===== config.mk =====
export PLATFORM = sky130hd
export DESIGN_NAME = button_conditioner
export DESIGN_NICKNAME = d
export VERILOG_FILES = /design/src/rtl/pong_pkg.sv /design/src/rtl/button_conditioner_channel.sv /design/src/rtl/button_conditioner.sv
export SDC_FILE = /design/constraint.sdc
export NUM_CORES = 1
export LEC_CHECK = 0
export CAP_MARGIN = 20
export CORE_ASPECT_RATIO = 0.5
export CORE_MARGIN = 5
export CORE_UTILIZATION = 36
export DETAILED_ROUTE_END_ITERATION = 12
export GPL_TIMING_DRIVEN = 1
export PLACE_DENSITY = 0.59
export SETUP_SLACK_MARGIN = 0.1
export SYNTH_ARGS = -nofsm -noshare
export SYNTH_HDL_FRONTEND = slang
export SYNTH_HIERARCHICAL = 1
export SYNTH_SLANG_ARGS = --single-unit

===== constraint.sdc =====
create_clock -name osc_clk -period 2.2 [get_ports osc_clk]
set_input_delay 0.22 -clock osc_clk [delete_from_list [all_inputs] [get_ports osc_clk]]
set_output_delay 0.22 -clock osc_clk [all_outputs]
set_load 0.005 [all_outputs]

===== src/rtl/pong_pkg.sv =====
// Shared definitions for the pong game blocks.
// Holds the button index constants, the default timing constants for the
// 12 MHz oscillator and the repeat-FSM state type used by button_channel.
// No ports: this is a package.
package pong_pkg;

    // Button channel indices into the btn_* vectors
    localparam int BTN_LEFT  = 0;
    localparam int BTN_START = 1;
    localparam int BTN_RIGHT = 2;

    // Default timing at 12 MHz: ~5.5 ms debounce, ~667 ms first repeat,
    // then a repeat every ~167 ms
    localparam int DEFAULT_DEBOUNCE_CYCLES = 65536;
    localparam int DEFAULT_REPEAT_DELAY    = 8000000;
    localparam int DEFAULT_REPEAT_PERIOD   = 2000000;

    // Auto-repeat state per channel
    typedef enum logic [1:0] {
        IDLE,
        DELAY,
        REPEAT
    } repeatState_t;

    // Counter width for a count of 0..maxCount-1, never narrower than one bit
    function automatic int cntWidth(input int maxCount);
        int w;
        w = $clog2(maxCount);
        return (w < 1) ? 1 : w;
    endfunction

endpackage


===== src/rtl/button_conditioner_channel.sv =====
// One button channel: polarity fix, two-flop synchroniser, debounce counter,
// press/release pulse generation and the optional auto-repeat FSM.
// Ports:
//   osc_clk    - single clock for all state
//   rst_n      - asynchronous active-low reset, returns to the released state
//   btn_raw_i  - raw asynchronous button pin
//   level_o    - debounced level, 1 = held
//   press_o    - one-cycle pulse when the debounced level rises
//   release_o  - one-cycle pulse when the debounced level falls
//   step_o     - press pulse OR auto-repeat pulse (press only when REPEAT_EN=0)
module button_channel
    import pong_pkg::*;
#(
    parameter bit BTN_ACTIVE_LOW  = 1'b0,
    parameter int DEBOUNCE_CYCLES = DEFAULT_DEBOUNCE_CYCLES,
    parameter int REPEAT_DELAY    = DEFAULT_REPEAT_DELAY,
    parameter int REPEAT_PERIOD   = DEFAULT_REPEAT_PERIOD,
    parameter bit REPEAT_EN       = 1'b1
) (
    input  logic osc_clk,
    input  logic rst_n,
    input  logic btn_raw_i,
    output logic level_o,
    output logic press_o,
    output logic release_o,
    output logic step_o
);

    localparam int DW = cntWidth(DEBOUNCE_CYCLES);
    localparam int RW = cntWidth((REPEAT_DELAY > REPEAT_PERIOD) ? REPEAT_DELAY : REPEAT_PERIOD);

    localparam logic [DW-1:0] DCNT_LAST   = DW'(DEBOUNCE_CYCLES - 1);
    localparam logic [RW-1:0] DELAY_LAST  = RW'(REPEAT_DELAY - 1);
    localparam logic [RW-1:0] PERIOD_LAST = RW'(REPEAT_PERIOD - 1);

    logic          pressedRaw;
    logic          sync1_q, sync2_q;
    logic          stable_q, stable_d;
    logic [DW-1:0] dcnt_q, dcnt_d;
    logic          pressEv, releaseEv;
    repeatState_t  state_q, state_d;
    logic [RW-1:0] rcnt_q, rcnt_d;
    logic          repFire;
    logic          press_q, release_q, step_q;

    assign pressedRaw = btn_raw_i ^ BTN_ACTIVE_LOW;

    // Two-flop synchroniser. The raw pin is asynchronous to osc_clk, so
    // nothing downstream looks at it before it has passed both flops.
    always_ff @(posedge osc_clk or negedge rst_n) begin
        if (!rst_n) begin
            sync1_q <= 1'b0;
            sync2_q <= 1'b0;
        end else begin
            sync1_q <= pressedRaw;
            sync2_q <= sync1_q;
        end
    end

    // Debounce: a new synced value has to hold for DEBOUNCE_CYCLES edges in
    // a row before it becomes the stable level. Any return to the stable
    // value restarts the count. The press/release events fire on the very
    // edge the stable level flips so the pulses line up with the level.
    always_comb begin
        dcnt_d    = dcnt_q;
        stable_d  = stable_q;
        pressEv   = 1'b0;
        releaseEv = 1'b0;
        if (sync2_q == stable_q) begin
            dcnt_d = '0;
        end else if (dcnt_q == DCNT_LAST) begin
            stable_d  = sync2_q;
            dcnt_d    = '0;
            pressEv   = sync2_q;
            releaseEv = ~sync2_q;
        end else begin
            dcnt_d = dcnt_q + DW'(1);
        end
    end

    // Auto-repeat next-state logic. Entering DELAY on the press event itself
    // puts the first repeat exactly REPEAT_DELAY cycles after the press
    // pulse. A release always wins and suppresses a repeat in that cycle.
    always_comb begin
        state_d = state_q;
        rcnt_d  = rcnt_q;
        repFire = 1'b0;
        if (releaseEv) begin
            state_d = IDLE;
            rcnt_d  = '0;
        end else begin
            case (state_q)
                IDLE: begin
                    if (pressEv && REPEAT_EN) begin
                        state_d = DELAY;
                        rcnt_d  = '0;
                    end
                end
                DELAY: begin
                    if (rcnt_q == DELAY_LAST) begin
                        repFire = 1'b1;
                        rcnt_d  = '0;
                        state_d = REPEAT;
                    end else begin
                        rcnt_d = rcnt_q + RW'(1);
                    end
                end
                REPEAT: begin
                    if (rcnt_q == PERIOD_LAST) begin
                        repFire = 1'b1;
                        rcnt_d  = '0;
                    end else begin
                        rcnt_d = rcnt_q + RW'(1);
                    end
                end
                default: begin
                    state_d = IDLE;
                    rcnt_d  = '0;
                end
            endcase
        end
    end

    // State and output registers. Every output comes straight from a flop so
    // the game logic never sees a combinational path from the pins.
    always_ff @(posedge osc_clk or negedge rst_n) begin
        if (!rst_n) begin
            stable_q  <= 1'b0;
            dcnt_q    <= '0;
            state_q   <= IDLE;
            rcnt_q    <= '0;
            press_q   <= 1'b0;
            release_q <= 1'b0;
            step_q    <= 1'b0;
        end else begin
            stable_q  <= stable_d;
            dcnt_q    <= dcnt_d;
            state_q   <= state_d;
            rcnt_q    <= rcnt_d;
            press_q   <= pressEv;
            release_q <= releaseEv;
            step_q    <= pressEv | repFire;
        end
    end

    assign level_o   = stable_q;
    assign press_o   = press_q;
    assign release_o = release_q;
    assign step_o    = step_q;

endmodule


===== src/rtl/button_conditioner.sv =====
// Push-button front end for the pong game: turns the raw bouncy pins into
// clean synchronous levels, press/release pulses and auto-repeat steps.
// Ports:
//   osc_clk     - oscillator clock, single clock for all state
//   rst_n       - asynchronous active-low reset
//   btn_raw     - raw button pins (bit 0 left, 1 start, 2 right)
//   btn_level   - debounced level per button, 1 = held
//   btn_press   - one-cycle pulse on debounced press
//   btn_release - one-cycle pulse on debounced release
//   btn_step    - press pulse plus auto-repeat pulses where REPEAT_MASK is set
module button_conditioner
    import pong_pkg::*;
#(
    parameter int                 NUM_BTN         = 3,
    parameter bit                 BTN_ACTIVE_LOW  = 1'b0,
    parameter int                 DEBOUNCE_CYCLES = DEFAULT_DEBOUNCE_CYCLES,
    parameter int                 REPEAT_DELAY    = DEFAULT_REPEAT_DELAY,
    parameter int                 REPEAT_PERIOD   = DEFAULT_REPEAT_PERIOD,
    parameter logic [NUM_BTN-1:0] REPEAT_MASK     = 3'b101
) (
    input  logic               osc_clk,
    input  logic               rst_n,
    input  logic [NUM_BTN-1:0] btn_raw,
    output logic [NUM_BTN-1:0] btn_level,
    output logic [NUM_BTN-1:0] btn_press,
    output logic [NUM_BTN-1:0] btn_release,
    output logic [NUM_BTN-1:0] btn_step
);

    // Channels are fully independent; each one gets its own copy of the
    // conditioning pipeline with repeat enabled from its mask bit.
    for (genvar i = 0; i < NUM_BTN; i++) begin : g_chan
        button_channel #(
            .BTN_ACTIVE_LOW (BTN_ACTIVE_LOW),
            .DEBOUNCE_CYCLES(DEBOUNCE_CYCLES),
            .REPEAT_DELAY   (REPEAT_DELAY),
            .REPEAT_PERIOD  (REPEAT_PERIOD),
            .REPEAT_EN      (REPEAT_MASK[i])
        ) u_chan (
            .osc_clk  (osc_clk),
            .rst_n    (rst_n),
            .btn_raw_i(btn_raw[i]),
            .level_o  (btn_level[i]),
            .press_o  (btn_press[i]),
            .release_o(btn_release[i]),
            .step_o   (btn_step[i])
        );
    end

endmodule


## Word-level counts from Yosys, hierarchy flattened

Index checks and enable logic that the tools add are counted.

- Register bits after elaboration: 141
- Input port bits: 5
- Output and inout bits: 12
- Logic and storage cells: 134

- Add/sub/neg operators: 6
- Equal/unequal tests: 27
- Mux-type cells: 55
- Bitwise operators: 9
- Reduce and logical (&&, ||, !) cells: 10

Operator list:

| kind | count |
|---|---|
| $mux 23 | 11 |
| $pmux 23 s3 | 3 |
| $mux 16 | 6 |
| $add 23x1->23 const B | 3 |
| $eq 23x21->1 const B | 3 |
| $eq 23x23->1 const B | 3 |
| $add 16x1->16 const B | 3 |
| $eq 16x16->1 const B | 3 |
| $mux 1 | 21 |
| $mux 2 | 8 |
| $ne 3x1->1 const B | 5 |
| $pmux 2 s3 | 2 |
| $ne 2x1->1 const B | 4 |
| $reduce_and 2->1 | 4 |
| $eq 2x1->1 const B | 3 |
| $eq 2x2->1 const B | 3 |
| $logic_not 2->1 | 3 |
| $not 1->1 | 6 |
| $pmux 1 s2 | 3 |
| $reduce_and 3->1 | 2 |
| $pmux 2 s2 | 1 |
| $eq 1x1->1 | 3 |
| $or 1x1->1 | 3 |
| $reduce_or 2->1 | 1 |

## Logic depth before layout (Yosys ltp)

- Depth in word-level cells: 6
- Gate-level depth with buffers: 8
- Mapped depth without buffers: 7

## Hierarchy

Netlist, hierarchy kept.

By module, submodules not included:

| module | times used | cells an instance | area an instance (um^2) | sequential area each (um^2) |
|---|---|---|---|---|
| button_channel at g_chan[0].u_chan ... | 2 | 255 | 2451.1 | 1176.1 |
| button_channel at g_chan[1].u_chan | 1 | 86 | 952.2 | 525.5 |

## Least setup slack after synthesis

Ideal clock, no wire load.

- Kind: register to register
- Start point: reg g_chan[0].u_chan.dcnt_q[5]
- End point: reg g_chan[0].u_chan.rcnt_q[6]
- Library setup time: 64 ps
- Data arrival time: 2090 ps
- Data required time: 2136 ps
- Setup slack: 45 ps
- Cell stages (with the launch flop): 8
- Path buffers: 1
- Clock period less this slack: 2155 ps
- Path through: dfrtp_1 > nand4_2 > or4_4 > o31a_1 > buf_6 > or3_1 > a211oi_2 > a21o_1

- Word-level cells in the longest chain between the ends: 4

Ends and longest elaborated chain:

| element | line | text |
|---|---|---|
| from (decl) | button_conditioner_channel.sv:39 | `logic [DW-1:0] dcnt_q, dcnt_d;` |
| from (signal assigned) | button_conditioner_channel.sv:137 | `dcnt_q <= dcnt_d;` |
| $eq 16x16->1 (*) | button_conditioner_channel.sv:71 | `end else if (dcnt_q == DCNT_LAST) begin` |
| $mux 1 | button_conditioner_channel.sv:71 |  |
| $mux 1 | button_conditioner_channel.sv:69 | `if (sync2_q == stable_q) begin` |
| $ne 3x1->1 (no source line) / $mux 23 (equally long branches) | n/a |  |
| to (signal assigned) | button_conditioner_channel.sv:139 | `rcnt_q <= rcnt_d;` |
| to (decl) | button_conditioner_channel.sv:42 | `logic [RW-1:0] rcnt_q, rcnt_d;` |

Every way passes the cells marked *; elsewhere a longest branch is shown, timed or not.
A chain may end at the register's enable or synchronous reset.

## Final worst setup path

- Start point: reg g_chan[0].u_chan.dcnt_q[6]
- End point: reg g_chan[0].u_chan.rcnt_q[21]

The elaborated chain is that of the path after synthesis.

==> results.toml <==
[clock_network]
cts_buffer_depth = 2
cts_sinks = 115
cts_tree = "yes"
insertion_delay_ps = 400
cts_made_buffers = 17
clock-root-buffer = "clkbuf_16"
cts_htree_levels = 4
cts.clk_slew.worst_paths_ps = 50

[worst_setup_path]
startpoint_type = "flop"
worst-setup-path-type = "reg2reg"
worst_ep_required_time_ps = 2520
endpoint_kind = "flop"
critPathArrivalTime_ps = 2460
worstPathMaxFanout = 8

[synth]
synth-adder-area-share_pct = 2.778
synthArstFlopShare_pct = 100.0
synth_compound_area_share_pct = 9.617
seq_area_frac_synth_pct = 49.16
synth_mux_area_share_pct = 0.6412
synthCells = 596
ys_types = 48
synth_top_family_by_area = "simple AND/OR/NAND/NOR gates"
synth_area_mm2 = 0.005854
synth_simple_gate_area_share_pct = 25.56
synth_nets = 614
synth_seq_cells = 115
synth_edf_count = 0
synth_xor_xnor_area_share_pct = 9.126
ys_warn_count = 6
postSynthAreaPerCell_um2 = 9.823
ys.flop_type = "dfrtp_1"

[timing]
setup_viol_count_final = 0
relSlewSlack_pct = 66.92
period_minus_slack_ps = 2141
hold_viol = 0
fin_crit_sh_pct = 97.33
whs_ps = 256.7
setup_tns_ps = 0
tightest_slew_ps = 492.4
skew_ps = 12.46
clock.fmax_mhz = 467.0
slew_viol_final = 0
rsz0062_at_grt = "yes"

[route]
drt_iter0_drc = 228
via_per_inst = 4.956
drtPass1Iterations = 4
ant_nets = 0
via_count = 4654
route.detailed.drc = 0
wl_um = 13120
wl_per_cell_um = 13.97

[floorplan]
dieWidth_um = 190.3
die_h_um = 100.2
initial_core_util_pct = 37.40
core-area_mm2 = 0.01566
die_area_mm2 = 0.01907
num_rows = 32
io_pins = 17

[placed_design]
dpl.hpwl_um = 8611
port_buffers = 16
gp_congestion = 0.7980
dpl.cell_count = 891

[min_path]
hold_class = "in2reg"

[finish]
final_common_cell = "dfrtp_1"
fin_cells = 939
final_cell_mix = "115 x dfrtp_1, 81 x nor2_1, 80 x buf_4"
area_growth_pct = 37.08
final_util_pct = 51.26
antenna_cells = 0
layout-drive-gt1-share_pct = 27.86
layout.nets = 724

[power_and_ir_drop]
max-vdd-ir-drop_mv = 0.5309
p_leak_nw = 3.371
power.density_mw_per_mm2 = 632.1
power.total_mw = 5.073

[grt]
grt_max_degree = 42
grt_pass1_vias = 4628
grt_antenna_before_repair = 0
grt_overflow_total = 0
grt_pass1_wl_um = 21720
grt.total_usage_pct = 13.85

[flow_run]
max_cap_viol_count = 0

[run_status]
status = "finished clean"
layer usage:
metal | track usage [%] | up-vias | part of all wire [%]
met5 | 0 | - | 0
met4 | 4.578 | 0 | 0.52
met3 | 3.509 | 4 | 2.2
met2 | 22.76 | 38 | 49
met1 | 18.11 | 2273 | 49
li1 | - | 2339 | -
cells by family after synthesis:
group	Yosys count
flip-flops	115
XOR/XNOR	61
adder cells (fa/ha/maj)	13
multiplexers	3
AO/OA/AOI/OAI	74
AND/OR/NAND/NOR	291
buffers and inverters	39
final cells by class:
type | instances | area [µm²]
Fill cell | 1363 | 7630
Clock inverter | 9 | 128.9
Sequential cell | 115 | 2878
Multi-Input combinational cell | 442 | 3214
Timing Repair Buffer | 111 | 982.2
Clock buffer | 22 | 474.2
Tap cell | 221 | 276.5
Inverter | 19 | 71.32
worst max-delay path, stage by stage (launching register included):
cell     delay [ps]
dfrtp_1         360
nand4_2         120
or4_4           580
o31a_1          360
buf_12          170
or3_1           350
a21oi_1         130
where the power goes:
group / switching [mW] / internal (mW) / leakage, nW
combinational: 0.0735 / 0.0355 / 1.49
sequential: 0.0186 / 2.14 / 1.59
clock: 0.948 / 1.86 / 0.292
total: 1.04 / 4.03 / 3.37
path summary, 6_finish.rpt:
check,to,slack (ps),from,depth (start not counted)
worst max-delay path,g_chan[0].u_chan/rcnt_q[21],60,g_chan[0].u_chan/dcnt_q[6],6
worst min-delay path,g_chan[1].u_chan/sync1_q,260,btn_raw[1],1
worst max register to register,g_chan[0].u_chan/rcnt_q[21],60,g_chan[0].u_chan/dcnt_q[6],6
worst min register to register,g_chan[2].u_chan/sync2_q,350,g_chan[2].u_chan/sync1_q,0
max in group asynchronous,g_chan[0].u_chan/dcnt_q[4],1210,rst_n,3
min in group asynchronous,g_chan[1].u_chan/sync2_q,330,rst_n,2
flip-flops by register name, indices dropped and copies added (netlist names):
signal and cells:
g_chan.u_chan/dcnt_q 48, g_chan.u_chan/rcnt_q 46, g_chan.u_chan/state_q 4, g_chan.u_chan/level_o 3, g_chan.u_chan/release_o 3, g_chan.u_chan/step_o 3
g_chan.u_chan/sync1_q 3, g_chan.u_chan/sync2_q 3, g_chan.u_chan/press_o 2
metrics by stage:
| stage | setup WS (ps) | area, µm² |
|---|---|---|
| global placement | 43.88 | 6808 |
| floorplan | 63.72 | 5862 |
| detailed placement | 13.49 | 6808 |
| CTS | 85.81 | 7550 |
| global route | -32.80 | 8025 |
| finish | 58.83 | 8025 |
synthesized netlist by cell type (all sizes together), types with 6 or more instances:
| library cell | n | area share [%] |
|---|---|---|
| xnor2 | 39 | 5.8 |
| nand2b | 11 | 1.3 |
| and2 | 8 | 0.85 |
| nor4 | 16 | 1.9 |
| o21ai | 16 | 1.4 |
| nand3 | 34 | 2.9 |
| clkbuf | 8 | 0.51 |
| nand2 | 50 | 3.2 |
| nor2 | 92 | 5.9 |
| dfrtp | 115 | 49 |
| o2bb2a | 10 | 1.7 |
| a21oi | 6 | 0.51 |
| nand4 | 29 | 3.6 |
| and3 | 6 | 0.64 |
| buf | 12 | 1.4 |
| nor3 | 17 | 1.5 |
| ha | 13 | 2.8 |
| o31ai | 16 | 2.2 |
| xor2 | 22 | 3.3 |
| or3 | 8 | 0.85 |
| inv | 19 | 1.2 |
| nor3b | 6 | 0.77 |
timing repair:
action	4_1_cts	5_1_grt
endpoints found under the hold margin	34	0
hold buffers	1	0
gates resized for setup	14	82
endpoints found under the setup margin	38	62
setup buffers	8	7
pin swaps	5	29
cloned	0	1
Power figures use the tool's default switching activity.
